<file path="config.mk">
export PLATFORM = sky130hd
export DESIGN_NAME = fir_stim_gen_flat
export DESIGN_NICKNAME = d
export VERILOG_FILES = /design/src/rtl/fir_pkg.sv /design/src/rtl/fir_stim_gen_if.sv /design/src/rtl/fir_stim_rate_div.sv /design/src/rtl/fir_stim_gen.sv /design/src/flat_wrapper.sv
export SDC_FILE = /design/constraint.sdc
export NUM_CORES = 1
export LEC_CHECK = 0
export CAP_MARGIN = 20
export CORE_MARGIN = 2
export CORE_UTILIZATION = 54
export CTS_CLUSTER_SIZE = 24
export DETAILED_ROUTE_END_ITERATION = 8
export PLACE_DENSITY = 0.78
export SLEW_MARGIN = 15
export SYNTH_ARGS = -nofsm -noshare
export SYNTH_HDL_FRONTEND = slang
export SYNTH_SLANG_ARGS = --single-unit
</file>
<file path="constraint.sdc">
create_clock -name clk -period 3.9 [get_ports clk]
set_input_delay 0.78 -clock clk [delete_from_list [all_inputs] [get_ports clk]]
set_output_delay 0.78 -clock clk [all_outputs]
set_load 0.01 [all_outputs]
</file>
<file path="src/rtl/fir_pkg.sv">
// Shared types and helpers for the FIR block and its stimulus generator.
package fir_pkg;

    localparam int DATA_W_DEF = 16;

    typedef enum logic [1:0] {
        STIM_IMPULSE,
        STIM_STEP,
        STIM_SQUARE,
        STIM_RAMP
    } stim_mode_t;

    typedef enum logic [1:0] {
        ST_IDLE,
        ST_RUN,
        ST_FINISH
    } stim_state_t;

    // Two's-complement negate of a w-bit value (sign-extended into 32 bits),
    // clamping the most negative value to the most positive one.
    function automatic logic signed [31:0] sat_neg(input logic signed [31:0] a,
                                                   input int unsigned w);
        logic signed [31:0] hi;
        logic signed [31:0] lo;
        hi = (32'sd1 <<< (w - 1)) - 32'sd1;
        lo = -hi - 32'sd1;
        return (a == lo) ? hi : -a;
    endfunction

endpackage

</file>
<file path="src/rtl/fir_stim_gen_if.sv">
// Sample stream from the stimulus generator to the FIR input.
// FIR_STIM_GEN_READY_EN adds the out_ready backpressure signal.
interface fir_stim_gen_if #(
    parameter int DATA_W = 16
);
    logic                     out_valid;
    logic signed [DATA_W-1:0] out_sample;
`ifdef FIR_STIM_GEN_READY_EN
    logic                     out_ready;

    modport master (output out_valid, output out_sample, input  out_ready);
    modport slave  (input  out_valid, input  out_sample, output out_ready);
`else
    modport master (output out_valid, output out_sample);
    modport slave  (input  out_valid, input  out_sample);
`endif
endinterface

</file>
<file path="src/rtl/fir_stim_rate_div.sv">
// Reloadable down-counter producing a tick RATE_DIV cycles after each load.
// The tick comes one cycle early so a registered strobe lands on the boundary.
module fir_stim_rate_div #(
    parameter int RATE_DIV = 4
) (
    input  logic clk,
    input  logic rst_n,
    input  logic load,
    input  logic en,
    output logic tick
);
    localparam int CW = (RATE_DIV > 1) ? $clog2(RATE_DIV) : 1;
    localparam logic [CW-1:0] RELOAD = CW'(RATE_DIV - 1);

    logic [CW-1:0] cnt_q;

    always_ff @(posedge clk or negedge rst_n) begin
        if (!rst_n) begin
            cnt_q <= '0;
        end else if (load) begin
            cnt_q <= RELOAD;
        end else if (en && cnt_q != '0) begin
            cnt_q <= cnt_q - 1'b1;
        end
    end

    // With RATE_DIV = 1 the next strobe must follow the load cycle directly.
    assign tick = load ? (RATE_DIV == 1) : (en && cnt_q == CW'(1));

endmodule

</file>
<file path="src/rtl/fir_stim_gen.sv">
// Burst stimulus generator (impulse/step/square/ramp) feeding the FIR input.
// Build with FIR_STIM_GEN_READY_EN to honour out_ready backpressure.
module fir_stim_gen
    import fir_pkg::*;
#(
    parameter int DATA_W   = DATA_W_DEF,
    parameter int RATE_DIV = 4,
    parameter int CNT_W    = 16
) (
    input  logic                     clk,
    input  logic                     rst_n,
    input  logic                     start,
    input  logic [1:0]               mode,
    input  logic signed [DATA_W-1:0] amplitude,
    input  logic [CNT_W-1:0]         num_samples,
    input  logic [7:0]               half_period,
    output logic                     busy,
    output logic                     done,
    fir_stim_gen_if.master           stim
);
    stim_state_t              state_q, state_d;
    stim_mode_t               mode_q;
    logic signed [DATA_W-1:0] amp_q, acc_q, acc_nx, sample_q, neg_amp, wave;
    logic signed [31:0]       neg_wide;
    logic [CNT_W-1:0]         num_q, n_q, n_nx;
    logic [7:0]               per_q;
    logic [8:0]               pos_q, pos_nx, two_p;
    logic                     valid_q, ready, xfer, last, accept, load, tick;

`ifdef FIR_STIM_GEN_READY_EN
    assign ready = stim.out_ready;
`else
    assign ready = 1'b1;
`endif

    assign xfer = valid_q && ready;
    assign last = (n_q == num_q - 1'b1);

    always_ff @(posedge clk or negedge rst_n) begin
        if (!rst_n) state_q <= ST_IDLE;
        else        state_q <= state_d;
    end

    always_comb begin
        state_d = state_q;
        accept  = 1'b0;
        load    = 1'b0;
        case (state_q)
            ST_IDLE: begin
                if (start) begin
                    accept  = 1'b1;
                    state_d = (num_samples == '0) ? ST_FINISH : ST_RUN;
                end
            end
            ST_RUN: begin
                if (xfer) begin
                    if (last) state_d = ST_FINISH;
                    else      load    = 1'b1;
                end
            end
            ST_FINISH: state_d = ST_IDLE;
            default:   state_d = ST_IDLE;
        endcase
    end

    fir_stim_rate_div #(.RATE_DIV(RATE_DIV)) u_rate_div (
        .clk   (clk),
        .rst_n (rst_n),
        .load  (load),
        .en    (state_q == ST_RUN && !valid_q),
        .tick  (tick)
    );

    // Waveform state as it will be after this cycle's transfer, so a tick
    // coinciding with a transfer (RATE_DIV = 1) emits the following sample.
    assign two_p  = {per_q, 1'b0};
    assign n_nx   = xfer ? n_q + 1'b1 : n_q;
    assign acc_nx = xfer ? acc_q + amp_q : acc_q;
    assign pos_nx = !xfer ? pos_q : (pos_q == two_p - 9'd1) ? '0 : pos_q + 9'd1;

    assign neg_wide = sat_neg(32'(amp_q), DATA_W);
    assign neg_amp  = neg_wide[DATA_W-1:0];

    always_comb begin
        wave = '0;
        case (mode_q)
            STIM_IMPULSE: wave = (n_nx == '0) ? amp_q : '0;
            STIM_STEP:    wave = amp_q;
            STIM_SQUARE:  wave = (pos_nx < {1'b0, per_q}) ? amp_q : neg_amp;
            STIM_RAMP:    wave = acc_nx;
            default:      wave = '0;
        endcase
    end

    always_ff @(posedge clk or negedge rst_n) begin
        if (!rst_n) begin
            mode_q   <= STIM_IMPULSE;
            amp_q    <= '0;
            num_q    <= '0;
            per_q    <= '0;
            n_q      <= '0;
            acc_q    <= '0;
            pos_q    <= '0;
            valid_q  <= 1'b0;
            sample_q <= '0;
        end else if (accept) begin
            mode_q <= stim_mode_t'(mode);
            amp_q  <= amplitude;
            num_q  <= num_samples;
            per_q  <= (half_period == 8'd0) ? 8'd1 : half_period;
            n_q    <= '0;
            acc_q  <= '0;
            pos_q  <= '0;
            // Sample 0 is the amplitude for every mode except the ramp.
            if (num_samples != '0) begin
                valid_q  <= 1'b1;
                sample_q <= (stim_mode_t'(mode) == STIM_RAMP) ? '0 : amplitude;
            end
        end else if (state_q == ST_RUN) begin
            n_q   <= n_nx;
            acc_q <= acc_nx;
            pos_q <= pos_nx;
            if (xfer)      valid_q <= tick;
            else if (tick) valid_q <= 1'b1;
            if (tick) sample_q <= wave;
        end else begin
            valid_q <= 1'b0;
        end
    end

    assign busy            = (state_q == ST_RUN);
    assign done            = (state_q == ST_FINISH);
    assign stim.out_valid  = valid_q;
    assign stim.out_sample = valid_q ? sample_q : '0;

endmodule

</file>
<file path="src/flat_wrapper.sv">
// flat-port wrapper written by rule: the top's interface ports become plain ports
module fir_stim_gen_flat import fir_pkg::*;
#(
    parameter int DATA_W   = DATA_W_DEF,
    parameter int RATE_DIV = 4,
    parameter int CNT_W    = 16
)
  (clk, rst_n, start, mode, amplitude, num_samples, half_period, busy, done, stim_out_valid, stim_out_sample);
  fir_stim_gen_if #(.DATA_W(DATA_W)) stim_i ();
  input  logic clk;
  input  logic rst_n;
  input  logic start;
  input  logic [1:0] mode;
  input  logic signed [DATA_W-1:0] amplitude;
  input  logic [CNT_W-1:0] num_samples;
  input  logic [7:0] half_period;
  output logic busy;
  output logic done;
  output wire logic [$bits(stim_i.out_valid)-1:0] stim_out_valid;
  output wire logic [$bits(stim_i.out_sample)-1:0] stim_out_sample;
  assign stim_out_valid = stim_i.out_valid;
  assign stim_out_sample = stim_i.out_sample;
  fir_stim_gen #(.DATA_W(DATA_W), .RATE_DIV(RATE_DIV), .CNT_W(CNT_W)) u_core (.clk(clk), .rst_n(rst_n), .start(start), .mode(mode), .amplitude(amplitude), .num_samples(num_samples), .half_period(half_period), .busy(busy), .done(done), .stim(stim_i));
endmodule
</file>
# After elaboration in Yosys (flattened, before gate mapping)

Cells that the tools add are included.

Register bits: 104
Input port bits: 45

Add/subtract/negate cells: 7
Order comparisons: 1
Eq/ne operators: 14
Mux-type cells: 39
Reduce and logical (&&, ||, !) cells: 16

Operator list:

| kind                                                | number |
|---|---|
| 2-to-1 mux 16 bit                                   | 15 |
| one-hot mux 16 bit (4 select lines)                 | 1 |
| 2-to-1 mux 9 bit                                    | 4 |
| zero test 16 bit                                    | 2 |
| adder 16 x 1 -> 16 bit, second input constant       | 1 |
| adder 16 bit                                        | 1 |
| equality test 16 bit                                | 1 |
| equality test 16 bit, second input constant         | 1 |
| negation 16 bit                                     | 1 |
| nonzero test 16 bit                                 | 1 |
| subtractor 16 x 1 -> 16 bit, second input constant  | 1 |
| 2-to-1 mux 2 bit                                    | 6 |
| 2-to-1 mux 1 bit                                    | 11 |
| adder 9 x 1 -> 9 bit, second input constant         | 1 |
| equality test 9 bit                                 | 1 |
| less-than comparator 9 x 8 -> 1 bit                 | 1 |
| subtractor 9 x 1 -> 9 bit, second input constant    | 1 |
| equality test 2 bit, second input constant          | 4 |
| zero test 8 bit                                     | 1 |
| 2-to-1 mux 8 bit                                    | 1 |
| nonzero test 2 bit                                  | 4 |
| equality test 2 x 1 -> 1 bit, second input constant | 3 |
| AND reduction 3 bit                                 | 2 |
| zero test 2 bit                                     | 2 |
| 6 further kinds                                     | 10 |

# Logic depth before layout (Yosys ltp)

Word-level depth: 10
Gate-level depth with buffers: 18
Gate-level depth less buffers: 17

# Hierarchy

From an unflattened synthesis, not the netlist that was laid out.

Cell total of the unflattened synthesis: 949
Area total of the unflattened synthesis: 7657.3 um^2

Modules (own cells, without submodules):

| module            | instances | cells an instance | area an instance (um^2) |
|---|---|---|---|
| fir_stim_gen      | 1         | 935               | 7523.5 |
| fir_stim_rate_div | 1         | 14                | 133.9 |

# Worst setup path after synthesis

OpenSTA, ideal clock, no wires.

Path type: reg-to-reg
Start point: register u_core.per_q[0]
End point: register u_core.sample_q[6]
Arrival: 3959 ps
Data required time: 3768 ps
Path slack: -191 ps
Stages on the path, launching flop included: 19
Path buffers: 1
Clock period less this slack: 4091 ps
Cell sequence: dfrtp_1 inv_1 ha_1 xor2_1 or3_4 a2111oi_4 and2_1 o21ai_0 a21o_1 ha_1 a21o_1 a21oi_1 o221ai_1 a21oi_1 a31oi_4 buf_6 or2_2 a21oi_1 o31ai_1

Word-level cells in the longest chain between the ends: 10

RTL lines:

| element                                 | RTL line            | RTL |
|---|---|---|
| start, declared                         | fir_stim_gen.sv:26  | `logic [7:0] per_q;` |
| start signal, assigned                  | fir_stim_gen.sv:110 | `per_q <= (half_period == 8'd0) ? 8'd1 : half_period;` |
| subtractor 9 x 1 -> 9 bit               | fir_stim_gen.sv:79  | `assign pos_nx = !xfer ? pos_q : (pos_q == two_p - 9'd1) ? '0 : pos_q + 9'd1;` |
| equality test 9 bit                     | fir_stim_gen.sv:79  |  |
| 2-to-1 mux 9 bit (2 in a row)           | fir_stim_gen.sv:79  |  |
| less-than comparator 9 x 8 -> 1 bit (*) | fir_stim_gen.sv:89  | `STIM_SQUARE: wave = (pos_nx < {1'b0, per_q}) ? amp_q : neg_amp;` |
| 2-to-1 mux 16 bit (*)                   | fir_stim_gen.sv:89  |  |
| one-hot mux 16 bit (4 select lines) (*) | fir_stim_gen.sv:86  | `case (mode_q)` |
| 2-to-1 mux 16 bit (*)                   | fir_stim_gen.sv:125 | `if (tick) sample_q <= wave;` |
| 2-to-1 mux 16 bit (*)                   | fir_stim_gen.sv:119 | `end else if (state_q == ST_RUN) begin` |
| 2-to-1 mux 16 bit (*)                   | fir_stim_gen.sv:106 | `end else if (accept) begin` |
| end signal, assigned                    | fir_stim_gen.sv:117 | `sample_q <= (stim_mode_t'(mode) == STIM_RAMP) ? '0 : amplitude;` |
| end signal, assigned                    | fir_stim_gen.sv:125 |  |
| end, declared                           | fir_stim_gen.sv:23  | `logic signed [DATA_W-1:0] amp_q, acc_q, acc_nx, sample_q, neg_amp, wave;` |

Every way passes the cells marked *; elsewhere a longest branch is shown, timed or not. The select of a mux whose other input is x is not followed.
A chain may end at the register's enable or synchronous reset.

# Final worst setup path

Start point: register u_core.per_q[3]
End point: register u_core.sample_q[2]

The elaborated chain is that of the path after synthesis.

==> results.yml <==
power:
  powerDensity_mw_per_mm2: 743
  ir_drop_uv: 478
  p_leak_nw: 3.95
  power_w: 0.00694
timing:
  tightest_slew_ns: 0.900
  rsz0062_at_grt: "true"
  max_freq_mhz: 242
  fin_setup_tns_ns: -2.50
  finalClockSkew_ns: 0.0115
  fin_crit_sh_pct: 106
  finalMaxSlewViolations: 0
  slew_headroom_pct: 40.0
  setup_viol: 16
  min_period_ns: 4.14
  finalWorstSetupSlack_ns: -0.237
  hold_viol_final: 0
clocking:
  cts_hold_buf: 0
  root_buffer: "clkbuf_16"
  path_clk_slew_ns: 0.07
  clk_latency_ns: 0.36
  cts-buffers-inserted: 9
  ctsHtreeMaxLevel: 3
  cts_tree: "done"
  cts_buffer_depth: 2
  cts.sinks: 104
global_routing:
  grt_pass1_wl_um: 38000
  met2_usage_pct: 46.4
  gr-usage-all-layers_pct: 29.8
  grt_pass1_vias: 7375
  grt_overflow: 0
  grt-busiest-layer: "met2"
  grt_util_met1_pct: 40.8
  use_met3_pct: 6.49
  grt_antenna_before_repair: 0
  grt_max_degree: 61
placement:
  place_area_mm2: 0.00875
  dp.cells: 1194
  io_buffers: 63
  dp_hpwl_um: 15800
  gp_congestion: 0.966
logic_synthesis:
  synthCells: 971
  synth.most_common_cell: "nand2_1"
  synth_edf_count: 0
  synth_flop_cell: "dfrtp_1"
  synth_nets: 1046
  synth_top_cell_area_share_pct: 33.2
  synthArstFlopShare_pct: 100
  ys_warn_count: 0
  synth-seq-cells: 104
  syn_area_mm2: 0.00783
  synth.area.top_cells: "dfrtp_1, nand2_1, o21ai_0"
  yosysSeqAreaShare_pct: 33.2
  yosysUniqueCellTypes: 80
  synth_top_area_cell: "dfrtp_1"
  synth_common_cells: "nand2_1, dfrtp_1, o21ai_0"
  avgSynthCellArea_um2: 8.07
outcome:
  violations: "setup timing"
  outcome: "complete, but fails checks"
layout:
  fill_cells: 1197
  antenna_cells: 0
  final_layout_size_suffix_gt1_share_pct: 12.0
  final_core_util_pct: 65.0
  layout.cells.non_filler: 1222
  fin_nets: 1109
  stdcell_area_mm2: 0.00935
  syn_to_final_growth_pct: 19.3
floorplanning:
  core_area_mm2: 0.0144
  core.rowCount: 44
  chipWidth_um: 124
  fp.dieH_um: 124
  io_pins: 64
  die_area_mm2: 0.0155
  start_util_pct: 54.5
route:
  vias_per_cell: 6.47
  vias: 7907
  first_pass_iters: 8
  totalWireLength_um: 23100
  route.detailed.drc: 0
  wire_per_inst_um: 18.9
  dr.first_iter.drc_count: 1072
  drt.antenna.violating_nets: 0
critical_path:
  critical_path.max_fanout: 6
  worst_setup_path_start_kind: "flop"
  cp_data_required_time_ns: 4.14
  worstPathArrival_ns: 4.38
  path_class: "flop to flop"
  worst_setup_path_end_kind: "flop"
hold_path:
  hold_path.class: "input port to async pin"
run:
  drv_cap: 0
-- kinds of logic (layout without fill, tap and decap cells) --
family                   count (synthesis)  after routing  share of synthesized area [%]
multiplexers                            13             13                           1.71
AND/OR/NAND/NOR                        394            394                           24.9
AO/OA/AOI/OAI                          274            275                           23.9
adder cells (fa/ha/maj)                 30             30                           4.89
XOR/XNOR                                54             54                           6.04
flip-flops                             104            104                           33.2
buffers and inverters                  102            168                           5.42
-- layout by cell type (no fill, tap or decap), drive strengths merged, types with 23 or more instances in the layout --
master,synthesis,routed
a21oi,56,56
and2,23,23
buf,14,57
clkdlybuf4s50,0,62
dfrtp,104,104
ha,29,29
inv,33,34
nand2,155,155
nand4,25,25
nor2,64,64
o21ai,75,75
xnor2,30,30
xor2,24,24
-- report_power, final --
part / internal, W / switching [W] / leakage [nW]
combinational: 0.00175 / 0.00221 / 2.53
sequential: 0.00148 / 0.000573 / 1.28
clock: 0.000497 / 0.000432 / 0.135
total: 0.00373 / 0.00321 / 3.95
-- state kept, by name, indices dropped and copies added, names as in the netlist, 2 cells and up --
signal and flops:
u_core.acc_q 16, u_core.num_q 16, u_core.pos_q 9, u_core.per_q 8, u_core.mode_q 2, u_core.sample_q 16
u_core.n_q 16, u_core.state_q 2, u_core.u_rate_div.cnt_q 2, u_core.amp_q 16
-- path summary, 6_finish.rpt --
path | startpoint | endpoint | slack (ns) | depth (start not counted)
setup / recovery | u_core.per_q[3]$_DFFE_PN0P_ | u_core.sample_q[2]$_DFFE_PN0P_ | -0.24 | 17
hold / removal | rst_n | u_core.n_q[15]$_DFFE_PN0N_ | 0.49 | 1
max in group asynchronous | rst_n | u_core.n_q[1]$_DFFE_PN0N_ | 2.57 | 2
hold reg to reg | u_core.sample_q[6]$_DFFE_PN0P_ | u_core.sample_q[6]$_DFFE_PN0P_ | 0.50 | 2
setup reg to reg | u_core.per_q[3]$_DFFE_PN0P_ | u_core.sample_q[2]$_DFFE_PN0P_ | -0.24 | 17
min in group clk | u_core.sample_q[6]$_DFFE_PN0P_ | u_core.sample_q[6]$_DFFE_PN0P_ | 0.50 | 2
-- layer usage --
| layer | wire length [um] | share of wire [%] |
|---|---|---|
| met5 | 0 | 0 |
| met4 | 608 | 2.6 |
| met3 | 1880 | 8.1 |
| met2 | 10700 | 46 |
| met1 | 9960 | 43 |
-- what timing repair did --
action | 4_1_cts | 5_1_grt
gates cloned | 2 | 0
buffers inserted | 8 | 3
setup endpoints to repair | 15 | 16
resized for setup | 32 | 11
pin swaps | 23 | 25
-- critical path, stage by stage (launching register included) --
cell and delay [ns]:
dfrtp_1 0.42, xnor2_2 0.23, xnor2_1 0.10, or3_4 0.38
a2111oi_4 0.35, and2_4 0.24, o21ai_1 0.07, a21o_1 0.20
ha_1 0.33, a21o_1 0.18, a21oi_2 0.16, o221ai_4 0.16
a21oi_4 0.23, buf_6 0.14, a31oi_4 0.14, a211oi_2 0.24
a2111oi_2 0.08, a221o_1 0.37
-- metrics by stage --
stage / worst slack, ns / hold WS (ns)
global placement: -0.0725 / 0.480
CTS: -0.0577 / 0.494
floorplan: 0.00602 / 0.449
detailed placement: -0.163 / 0.477
finish: -0.237 / 0.488
global route: -0.403 / 0.518
-- final cells by class --
type	instances	area, um2	share of cell area [%]
Sequential cell	104	2600	27.9
Clock buffer	10	229	2.45
Multi-Input combinational cell	766	5010	53.6
Inverter	34	128	1.37
Clock inverter	5	58.8	0.629
Tap cell	184	230	2.46
Timing Repair Buffer	119	1090	11.6
No activity file was read; power rests on OpenSTA's default activity.
